===== src/rtl/lfsr_symbol_mapper.sv =====
// -----------------------------------------------------------------------------
// lfsr_symbol_mapper
//
// Consumer of the 22-bit maximal-length LFSR in the transmit test chain.
// Issues the LFSR seed-load strobe, then samples the LFSR state once per
// symbol period and maps its two LSBs onto a Gray-coded 4-ASK level in signed
// 1s17 format. The LFSR period is measured by counting RUN cycles between
// successive appearances of the seed state.
//
// Optional feature (compile-time macro LFSR_LOCKUP_DET_EN):
//   defined   - an all-zero LFSR state in RUN sets the sticky lockup flag and
//               forces a reseed (RUN -> LOAD), suppressing that cycle's symbol.
//   undefined - lockup is tied low; an all-zero state maps like any other.
//
// Parameters:
//   SPS      samples (clocks) per symbol, 1..16
//   A_LEVEL  inner 4-ASK amplitude in 1s17; outer level is 3*A_LEVEL
//   OUT_W    signed output symbol width
//
// Ports:
//   clk         system clock
//   reset       asynchronous, active-high reset
//   start       begins a seed-load and run sequence from IDLE
//   stop        returns to IDLE (wins over start)
//   lfsr_in     22-bit LFSR state
//   lfsr_load   one-cycle seed-load strobe to the LFSR
//   sym_out     signed 4-ASK symbol, held between updates
//   sym_valid   one-cycle pulse when sym_out was updated
//   busy        high in LOAD, SETTLE and RUN
//   seq_wrap    one-cycle pulse when the LFSR returned to its seed
//   period_out  RUN cycles between successive seed occurrences
//   lockup      sticky all-zero-state flag (optional feature only)
// -----------------------------------------------------------------------------
module lfsr_symbol_mapper #(
    parameter int SPS     = 4,
    parameter int A_LEVEL = 32768,
    parameter int OUT_W   = 18
) (
    input  logic                    clk,
    input  logic                    reset,
    input  logic                    start,
    input  logic                    stop,
    input  logic [21:0]             lfsr_in,
    output logic                    lfsr_load,
    output logic signed [OUT_W-1:0] sym_out,
    output logic                    sym_valid,
    output logic                    busy,
    output logic                    seq_wrap,
    output logic [22:0]             period_out,
    output logic                    lockup
);

    localparam int     PER_W   = 23;
    localparam int     CNT_W   = (SPS > 1) ? $clog2(SPS) : 1;
    localparam longint OUTER   = 3 * longint'(A_LEVEL);
    localparam longint MAX_POS = (longint'(1) << (OUT_W - 1)) - 1;

    // Illegal configurations stop elaboration rather than silently wrapping.
    if (SPS < 1 || SPS > 16) begin : g_bad_sps
        $error("lfsr_symbol_mapper: SPS=%0d outside 1..16", SPS);
    end
    if (A_LEVEL <= 0 || OUTER > MAX_POS) begin : g_bad_level
        $error("lfsr_symbol_mapper: 3*A_LEVEL=%0d does not fit OUT_W=%0d signed",
               OUTER, OUT_W);
    end

    localparam logic signed [OUT_W-1:0] LVL_INNER   = OUT_W'(A_LEVEL);
    localparam logic signed [OUT_W-1:0] LVL_OUTER   = OUT_W'(OUTER);
    localparam logic        [CNT_W-1:0] SAMPLE_LAST = CNT_W'(SPS - 1);
    localparam logic        [PER_W-1:0] CYC_MAX     = '1;
    localparam logic        [PER_W-1:0] CYC_ONE     = PER_W'(1);

    typedef enum logic [1:0] {
        S_IDLE,
        S_LOAD,
        S_SETTLE,
        S_RUN
    } state_t;

    state_t             state;
    state_t             state_nx;
    logic [21:0]        seed_reg;
    logic [CNT_W-1:0]   sample_cnt;
    logic [PER_W-1:0]   cycle_cnt;
    logic               lock_hit;
    logic               seed_hit;
    logic               sample_fire;

    // Gray-coded 4-ASK map: adjacent levels differ in one bit.
    function automatic logic signed [OUT_W-1:0] map_level(input logic [1:0] bits);
        logic signed [OUT_W-1:0] lvl;
        case (bits)
            2'b00:   lvl = -LVL_OUTER;
            2'b01:   lvl = -LVL_INNER;
            2'b11:   lvl =  LVL_INNER;
            default: lvl =  LVL_OUTER;
        endcase
        return lvl;
    endfunction

`ifdef LFSR_LOCKUP_DET_EN
    assign lock_hit = (state == S_RUN) && (lfsr_in == '0);
`else
    assign lock_hit = 1'b0;
`endif

    // A lockup cycle is neither a seed match nor a symbol sample: the block
    // is about to reseed and that state carries no valid data.
    assign seed_hit    = (state == S_RUN) && !lock_hit && (lfsr_in == seed_reg);
    // No sample on the cycle stop is seen: its symbol would land in IDLE.
    assign sample_fire = (state == S_RUN) && !stop && !lock_hit && (sample_cnt == '0);

    // Decoded straight from the state register so that an asynchronous reset
    // drops the strobe in the same cycle.
    assign lfsr_load = (state == S_LOAD);
    assign busy      = (state != S_IDLE);

    // -------------------------------------------------------------------------
    // State register
    // -------------------------------------------------------------------------
    // NOTE: sequential state uses non-blocking (<=) so every flop samples the
    // pre-edge values regardless of the order blocks are evaluated.
    always_ff @(posedge clk or posedge reset) begin
        if (reset) begin
            state <= S_IDLE;
        end else begin
            state <= state_nx;
        end
    end

    // -------------------------------------------------------------------------
    // Next-state logic
    // -------------------------------------------------------------------------
    // NOTE: state_nx is defaulted before the case so every path assigns it and
    // no latch can be inferred.
    always_comb begin
        state_nx = state;
        case (state)
            S_IDLE:   if (start && !stop) state_nx = S_LOAD;
            S_LOAD:   state_nx = stop ? S_IDLE : S_SETTLE;
            S_SETTLE: state_nx = stop ? S_IDLE : S_RUN;
            S_RUN: begin
                if (stop) begin
                    state_nx = S_IDLE;
                end else if (lock_hit) begin
                    state_nx = S_LOAD;
                end
            end
            default:  state_nx = S_IDLE;
        endcase
    end

    // -------------------------------------------------------------------------
    // Symbol sampling and period tracking
    // -------------------------------------------------------------------------
    always_ff @(posedge clk or posedge reset) begin
        if (reset) begin
            seed_reg   <= '0;
            sample_cnt <= '0;
            cycle_cnt  <= '0;
            sym_out    <= '0;
            sym_valid  <= 1'b0;
            seq_wrap   <= 1'b0;
            period_out <= '0;
        end else begin
            sym_valid <= sample_fire;
            seq_wrap  <= seed_hit;

            if (sample_fire) begin
                sym_out <= map_level(lfsr_in[1:0]);
            end

            if (state == S_SETTLE) begin
                // The LFSR presents the freshly loaded seed in this cycle.
                seed_reg   <= lfsr_in;
                sample_cnt <= '0;
                cycle_cnt  <= CYC_ONE;
            end else if (state == S_RUN) begin
                sample_cnt <= (sample_cnt == SAMPLE_LAST) ? '0 : sample_cnt + 1'b1;
                if (seed_hit) begin
                    period_out <= cycle_cnt;
                    cycle_cnt  <= CYC_ONE;
                end else if (!lock_hit && cycle_cnt != CYC_MAX) begin
                    cycle_cnt <= cycle_cnt + 1'b1;
                end
            end
        end
    end

    // -------------------------------------------------------------------------
    // Lockup flag
    // -------------------------------------------------------------------------
`ifdef LFSR_LOCKUP_DET_EN
    logic lockup_q;

    always_ff @(posedge clk or posedge reset) begin
        if (reset) begin
            lockup_q <= 1'b0;
        end else if (lock_hit) begin
            lockup_q <= 1'b1;
        end
    end

    assign lockup = lockup_q;
`else
    assign lockup = 1'b0;
`endif

endmodule


===== config.mk =====
export PLATFORM = sky130hd
export DESIGN_NAME = lfsr_symbol_mapper
export DESIGN_NICKNAME = d
export VERILOG_FILES = /design/src/rtl/lfsr_symbol_mapper.sv
export SDC_FILE = /design/constraint.sdc
export NUM_CORES = 1
export LEC_CHECK = 0
export ABC_AREA = 1
export ABC_CLOCK_PERIOD_IN_PS = 5800
export CAP_MARGIN = 5
export CORE_ASPECT_RATIO = 0.75
export CORE_MARGIN = 2
export CORE_UTILIZATION = 40
export DETAILED_ROUTE_END_ITERATION = 10
export PLACE_DENSITY = 0.63
export SLEW_MARGIN = 20
export SYNTH_ARGS = -nofsm -noshare
export SYNTH_HDL_FRONTEND = slang
export SYNTH_SLANG_ARGS = --single-unit

===== constraint.sdc =====
create_clock -name clk -period 5.8 [get_ports clk]
set_input_delay 0.87 -clock clk [delete_from_list [all_inputs] [get_ports clk]]
set_output_delay 0.87 -clock clk [all_outputs]
set_load 0.005 [all_outputs]

# Yosys cells after proc, flatten, opt, wreduce, memory -nomap -nowiden
# Cells that the tools add are included.
[totals] regBits=92 inputBits=26 out_inout_bits=46 word_cells=48
[op_classes] add_sub_neg=2 n_eq_ne=10 muxes=13 bitwise=1 n_reduce_logical=14
[op_table] op="$mux W23" n=4
[op_table] op="$pmux W18 S3" n=1
[op_table] op="$add A23 B1 Y23 const B" n=1
[op_table] op="$ne A23 B23 Y1 const B" n=1
[op_table] op="$eq A22 B22 Y1" n=1
[op_table] op="$mux W2" n=7
[op_table] op="$eq A2 B2 Y1 const B" n=4
[op_table] op="$pmux W2 S4" n=1
[op_table] op="$logic_not A2 Y1" n=3
[op_table] op="$eq A2 B1 Y1 const B" n=2
[op_table] op="$logic_and A1 B1 Y1" n=4
[op_table] op="$ne A2 B2 Y1 const B" n=2
[op_table] op="$reduce_and A2 Y1" n=2
[op_table] op="$reduce_bool A2 Y1" n=2
[op_table] op="$reduce_and A3 Y1" n=1
[op_table] op="$reduce_bool A3 Y1" n=1
[op_table] op="$add A2 B1 Y2 const B" n=1
[op_table] op="$logic_not A1 Y1" n=1
[op_table] op="$not A1 Y1" n=1

# Longest topological paths before layout
[depth] depth_word=5 depth_mapped=13 mapped_depth_nobuf=11

# Worst setup path after synthesis
# OpenSTA, ideal clock, no wires.
[synth_path] path_type="input-to-reg" start="input port lfsr_in[0]" end="register period_out[14]" setup_ns=0.117 t_arrival_ns=1.833 t_required_ns=5.683 path_slack_ns=3.851 stages=10 path_buffers=2 path_cell_list="inv_1 o21ai_0 nor2_1 nand2_1 nor2_1 nand3_1 buf_2 buf_2 nand2_1 nand2_1"
[synth_via] elab_chain_cells=3
[synth_rtl] element="start, declared" line_no="43" text="input logic [21:0] lfsr_in,"
[synth_rtl] element="$eq A22 B22 Y1" line_no="109" text="assign seed_hit = (state == S_RUN) && !lock_hit && (lfsr_in == seed_reg);"
[synth_rtl] element="$logic_and A1 B1 Y1" line_no="109"
[synth_rtl] element="$reduce_and A3 Y1 (no line)"
[synth_rtl] element="end signal, assigned" line_no="181" text="period_out <= cycle_cnt;"
[synth_rtl] element="end, declared" line_no="49" text="output logic [22:0] period_out,"
# No other way between the ends.
# A chain may end at the register's enable or synchronous reset.

# Worst setup path in the final report
[layout_path] start="input port lfsr_in[0]" end="register cycle_cnt[21]"
[layout_via] elab_chain_cells=5 elab_cells_between_ends=7 cone_classes="1 x eq/ne; 3 x mux; 3 x reduce/logical"
[layout_rtl] element="$eq A22 B22 Y1 *" line_no="109"
[layout_rtl] element="$logic_and A1 B1 Y1 *" line_no="109"
[layout_rtl] element="$mux W23" line_no="180" text="if (seed_hit) begin"
[layout_rtl] element="$mux W23" line_no="178" text="end else if (state == S_RUN) begin"
[layout_rtl] element="$mux W23" line_no="173" text="if (state == S_SETTLE) begin"
[layout_rtl] element="end signal, assigned" line_no="184" text="cycle_cnt <= cycle_cnt + 1'b1;"
[layout_rtl] element="end, declared" line_no="84" text="logic [PER_W-1:0] cycle_cnt;"
# Mark *: on every way between the ends. The rest lies on a longest branch, timed or not. The select of a mux whose other input is x is not followed.

==> flow_results.xml <==
<?xml version="1.0" encoding="UTF-8"?>
<metrics>
  <group name="power_and_ir_drop">
    <metric name="total_leakage_power" unit="nW">2.66</metric>
    <metric name="internal_power" unit="mW">1.15</metric>
    <metric name="net_switching_fraction_of_the_power" unit="">0.248</metric>
    <metric name="power.share.clock" unit="">0.438</metric>
    <metric name="switchingPower" unit="uW">380</metric>
    <metric name="ir_drop" unit="mV">0.167</metric>
    <metric name="power.sequential.fraction" unit="">0.427</metric>
    <metric name="report.power.total" unit="mW">1.53</metric>
    <metric name="power_density" unit="nW/um2">301</metric>
    <metric name="pwr-share-comb" unit="">0.135</metric>
  </group>
  <group name="timing">
    <metric name="period_minus_ws_final" unit="ns">2.82</metric>
    <metric name="max_freq" unit="MHz">355</metric>
    <metric name="slew_headroom" unit="">0.461</metric>
    <metric name="final-hold-violation-count" unit="">0</metric>
    <metric name="grt_setup_unrepaired" unit="">false</metric>
    <metric name="finalHoldWorstSlack" unit="ns">0.472</metric>
    <metric name="setup_ws_final" unit="ns">2.98</metric>
    <metric name="timing.final.setup_violations" unit="">0</metric>
    <metric name="worst_clock_skew" unit="ns">0.00691</metric>
    <metric name="timing.final.max_slew_violations" unit="">0</metric>
    <metric name="timing.setup.tns" unit="ns">0</metric>
    <metric name="post-route-period-util" unit="">0.486</metric>
    <metric name="max_slew.worst_pin.slew" unit="ns">0.807</metric>
  </group>
  <group name="layout">
    <metric name="fin_nets" unit="">635</metric>
    <metric name="final_layout_size_suffix_gt1_frac" unit="">0.0526</metric>
    <metric name="area.growth.synth_to_final" unit="%">22.1</metric>
    <metric name="final_cells" unit="">744</metric>
    <metric name="n_fill_cell" unit="">976</metric>
    <metric name="antenna_cells_inserted" unit="">0</metric>
  </group>
  <group name="worst_setup_path">
    <metric name="crit_slowest_cell" unit="">sky130_fd_sc_hd__clkdlybuf4s50_1</metric>
    <metric name="timing.critical_path.cells" unit="">clkdlybuf4s50_1 &gt; inv_1 &gt; o21ai_0 &gt; nor2_1 &gt; nand2_1 &gt; nor2_1 &gt; nand3_2 &gt; buf_4 &gt; nand3_2 &gt; nand2_2 &gt; nand2_1 &gt; nand2_1</metric>
    <metric name="worst-path-max-fanout" unit="">58</metric>
    <metric name="kind_of_end_point_of_the_critical_path" unit="">flip-flop</metric>
    <metric name="timing_worst_setup_path_type" unit="">input port to flip-flop</metric>
    <metric name="reg2reg_slack" unit="ns">3.17</metric>
    <metric name="required" unit="ns">6.07</metric>
    <metric name="cp_data_arrival_time" unit="ns">3.09</metric>
    <metric name="critical_path.n_buffers_inverters" unit="">3</metric>
    <metric name="reg2regPathDepth" unit="">12</metric>
    <metric name="crit_path_start_kind" unit="">input port</metric>
    <metric name="critical_path.reg2reg.endpoint" unit="">cycle_cnt[21]</metric>
    <metric name="setup.worst_path.start" unit="">lfsr_in[0]</metric>
    <metric name="largest_incremental_delay_on_the_critical_path" unit="ns">0.49</metric>
    <metric name="cpMostUsedCell" unit="">sky130_fd_sc_hd__nand2_1</metric>
    <metric name="r2r-start" unit="">state[1]</metric>
    <metric name="cp_top_family" unit="">buffers and inverters</metric>
  </group>
  <group name="synthesis">
    <metric name="synth.lib_cells_used.distinct" unit="">30</metric>
    <metric name="ys_ff_latch" unit="">77</metric>
    <metric name="synth-warning-count" unit="">0</metric>
    <metric name="yosys.area.top_type" unit="">sky130_fd_sc_hd__dfrtp_1</metric>
    <metric name="synth_top_area_share" unit="">0.463</metric>
    <metric name="synth_seq_area_share" unit="">0.463</metric>
    <metric name="synthesis.area_per_instance" unit="um2">7.50</metric>
    <metric name="synth_area_leaders" unit="">sky130_fd_sc_hd__dfrtp_1, sky130_fd_sc_hd__nand2_1, sky130_fd_sc_hd__inv_1</metric>
    <metric name="netlist_instances" unit="">555</metric>
    <metric name="synth_area" unit="um2">4170</metric>
  </group>
  <group name="status">
    <metric name="run_status" unit="">finished, final reports clean</metric>
  </group>
  <group name="hold_path">
    <metric name="timing.hold.worst_path_depth" unit="">1</metric>
    <metric name="worstHoldEndpoint" unit="">sym_out[15]</metric>
    <metric name="min-delay-path-class" unit="">flip-flop to flip-flop</metric>
    <metric name="timing.hold.worst.start" unit="">sym_out[15]</metric>
  </group>
  <group name="grt">
    <metric name="grt_max_degree" unit="">59</metric>
    <metric name="track_usage" unit="">0.170</metric>
    <metric name="grt_overflow_total" unit="">0</metric>
    <metric name="grt_antenna_before_repair" unit="">0</metric>
    <metric name="number_of_global_route_vias_before_repair" unit="">3241</metric>
    <metric name="grt_first_pass_wirelength" unit="um">15200</metric>
  </group>
  <group name="clock_network">
    <metric name="htree_levels" unit="">3</metric>
    <metric name="ctsResizeCount" unit="">0</metric>
    <metric name="worst_skew_pair.late_latency" unit="ns">0.34</metric>
    <metric name="post_cts.repair.setup_buffers" unit="">0</metric>
    <metric name="tritoncts_clock_tree" unit="">yes</metric>
    <metric name="clkSinkCount" unit="">77</metric>
    <metric name="cts_root_buffer" unit="">sky130_fd_sc_hd__clkbuf_16</metric>
    <metric name="clk_pin_slew_worst_paths" unit="ns">0.06</metric>
    <metric name="holdBufCountCts" unit="">0</metric>
    <metric name="cts_made_buffers" unit="">9</metric>
    <metric name="cts.path.max_buffers" unit="">2</metric>
  </group>
  <group name="routing">
    <metric name="dr_total_vias" unit="">3434</metric>
    <metric name="drt.antenna.violating_nets" unit="">0</metric>
    <metric name="route.detailed.drc" unit="">0</metric>
    <metric name="routed_wirelength" unit="um">8650</metric>
    <metric name="drt_pre_antenna_iters" unit="">8</metric>
    <metric name="drt-vias-per-instance" unit="">4.62</metric>
    <metric name="first_iter_violations" unit="">255</metric>
    <metric name="post_drt_wl_per_cell" unit="um">11.6</metric>
  </group>
  <group name="die">
    <metric name="die_height" unit="um">92.4</metric>
    <metric name="io_pins" unit="">72</metric>
    <metric name="initial_standard_cell_utilization_of_the_core" unit="">0.408</metric>
    <metric name="die_area" unit="um2">11300</metric>
    <metric name="horizontal_extent_of_the_die" unit="um">122</metric>
    <metric name="core-area" unit="um2">10200</metric>
    <metric name="floorplan.rows" unit="">32</metric>
  </group>
  <group name="placed_design">
    <metric name="place_worst_setup_slack" unit="ns">2.66</metric>
    <metric name="io_buffer_count" unit="">55</metric>
    <metric name="placed_cells_incl_taps" unit="">728</metric>
    <metric name="dp.final_hpwl" unit="um">5800</metric>
    <metric name="place_congestion" unit="">0.781</metric>
  </group>
  <group name="flow_run">
    <metric name="drv.max_cap_violation_count" unit="">0</metric>
  </group>
</metrics>
[cells in the final DEF, fill, tap and decap left out, types with 6 or more instances in the layout]
| cell type | n |
|---|---|
| sky130_fd_sc_hd__o21ai_0 | 33 |
| sky130_fd_sc_hd__nand2_1 | 219 |
| sky130_fd_sc_hd__clkdlybuf4s50_1 | 55 |
| sky130_fd_sc_hd__inv_1 | 71 |
| sky130_fd_sc_hd__nand4_1 | 21 |
| sky130_fd_sc_hd__nand3_1 | 13 |
| sky130_fd_sc_hd__clkbuf_16 | 9 |
| sky130_fd_sc_hd__conb_1 | 16 |
| sky130_fd_sc_hd__ha_1 | 6 |
| sky130_fd_sc_hd__dfrtp_1 | 77 |
| sky130_fd_sc_hd__nor2_1 | 37 |
| sky130_fd_sc_hd__xor2_1 | 15 |
[cells in the mapped netlist (all sizes together)]
| library cell | n |
|---|---|
| a21oi | 1 |
| dfrtp | 77 |
| o21ai | 36 |
| o31ai | 2 |
| nor2 | 41 |
| or2 | 1 |
| inv | 73 |
| xnor2 | 2 |
| nor3 | 4 |
| a31oi | 1 |
| nand3 | 15 |
| nand4 | 22 |
| xor2 | 15 |
| clkbuf | 6 |
| ha | 6 |
| conb | 1 |
| buf | 29 |
| nand2 | 222 |
| mux2 | 1 |
[cells by family (layout without fill, tap and decap cells)]
group / count (synthesis) / in the layout / share of synthesized area
AND/OR/NAND/NOR: 305 / 305 / 0.307
XOR/XNOR: 17 / 17 / 0.0357
adder cells (fa/ha/maj): 6 / 6 / 0.0180
AO/OA/AOI/OAI: 40 / 40 / 0.0496
flip-flops: 77 / 77 / 0.463
other: 1 / 16 / 0.000900
buffers and inverters: 108 / 146 / 0.123
multiplexers: 1 / 1 / 0.00270
[cell type report]
| cell class | instances | area (um2) | area share |
|---|---|---|---|
| clock buffer | 13 | 270 | 0.0531 |
| clock inverter | 3 | 90.1 | 0.0177 |
| inverter | 73 | 275 | 0.0541 |
| multi-input combinational | 385 | 1790 | 0.351 |
| sequential | 77 | 1930 | 0.379 |
| tap | 136 | 170 | 0.0335 |
| timing repair buffer | 57 | 566 | 0.111 |
[worst register-to-register path: stages (launching register included)]
cell and delay [ns]:
sky130_fd_sc_hd__dfrtp_1 0.57, sky130_fd_sc_hd__nand2_2 0.13, sky130_fd_sc_hd__inv_2 0.37, sky130_fd_sc_hd__nand2_1 0.10
sky130_fd_sc_hd__nor2_1 0.11, sky130_fd_sc_hd__nand2_1 0.05, sky130_fd_sc_hd__nor2_1 0.11, sky130_fd_sc_hd__nand3_2 0.09
sky130_fd_sc_hd__buf_4 0.31, sky130_fd_sc_hd__nand3_2 0.18, sky130_fd_sc_hd__nand2_2 0.29, sky130_fd_sc_hd__nand2_1 0.16
sky130_fd_sc_hd__nand2_1 0.06
[through the flow]
| stage | util | area, um2 |
|---|---|---|
| 2_1_floorplan | - | 4220 |
| 3_3_place_gp | 0.463 | 4720 |
| 3_5_place_dp | 0.463 | 4720 |
| 4_1_cts | 0.498 | 5080 |
| 5_1_grt | 0.498 | 5080 |
| 6_report | 0.498 | 5080 |
[worst max-delay path by stage]
stage | end | slack (ns) | depth (start not counted)
2_1_floorplan | cycle_cnt[0] | 2.96 | 1
3_3_place_gp | cycle_cnt[21] | 2.74 | 12
3_5_place_dp | cycle_cnt[4] | 2.66 | 12
4_1_cts | cycle_cnt[21] | 2.97 | 12
5_1_grt | cycle_cnt[13] | 2.71 | 13
6_report | cycle_cnt[21] | 2.98 | 12
[power groups by stage]
stage          logic (mW)  clock network (mW)  registers [mW]
6_report            0.207               0.671           0.653
4_1_cts             0.210               0.685           0.653
3_3_place_gp        0.204                   0           0.659
2_1_floorplan       0.155                   0           0.649
3_5_place_dp        0.208                   0           0.662
5_1_grt             0.245               0.708           0.663
[per-layer routing]
layer	global-route usage	share of wire	up-vias
met2	0.252	0.45	75
met3	0.0450	0.048	11
met4	0.0527	0.013	0
li1	-	-	1766
met5	0	0	-
met1	0.242	0.49	1582
(Power assumes the default switching activity.)
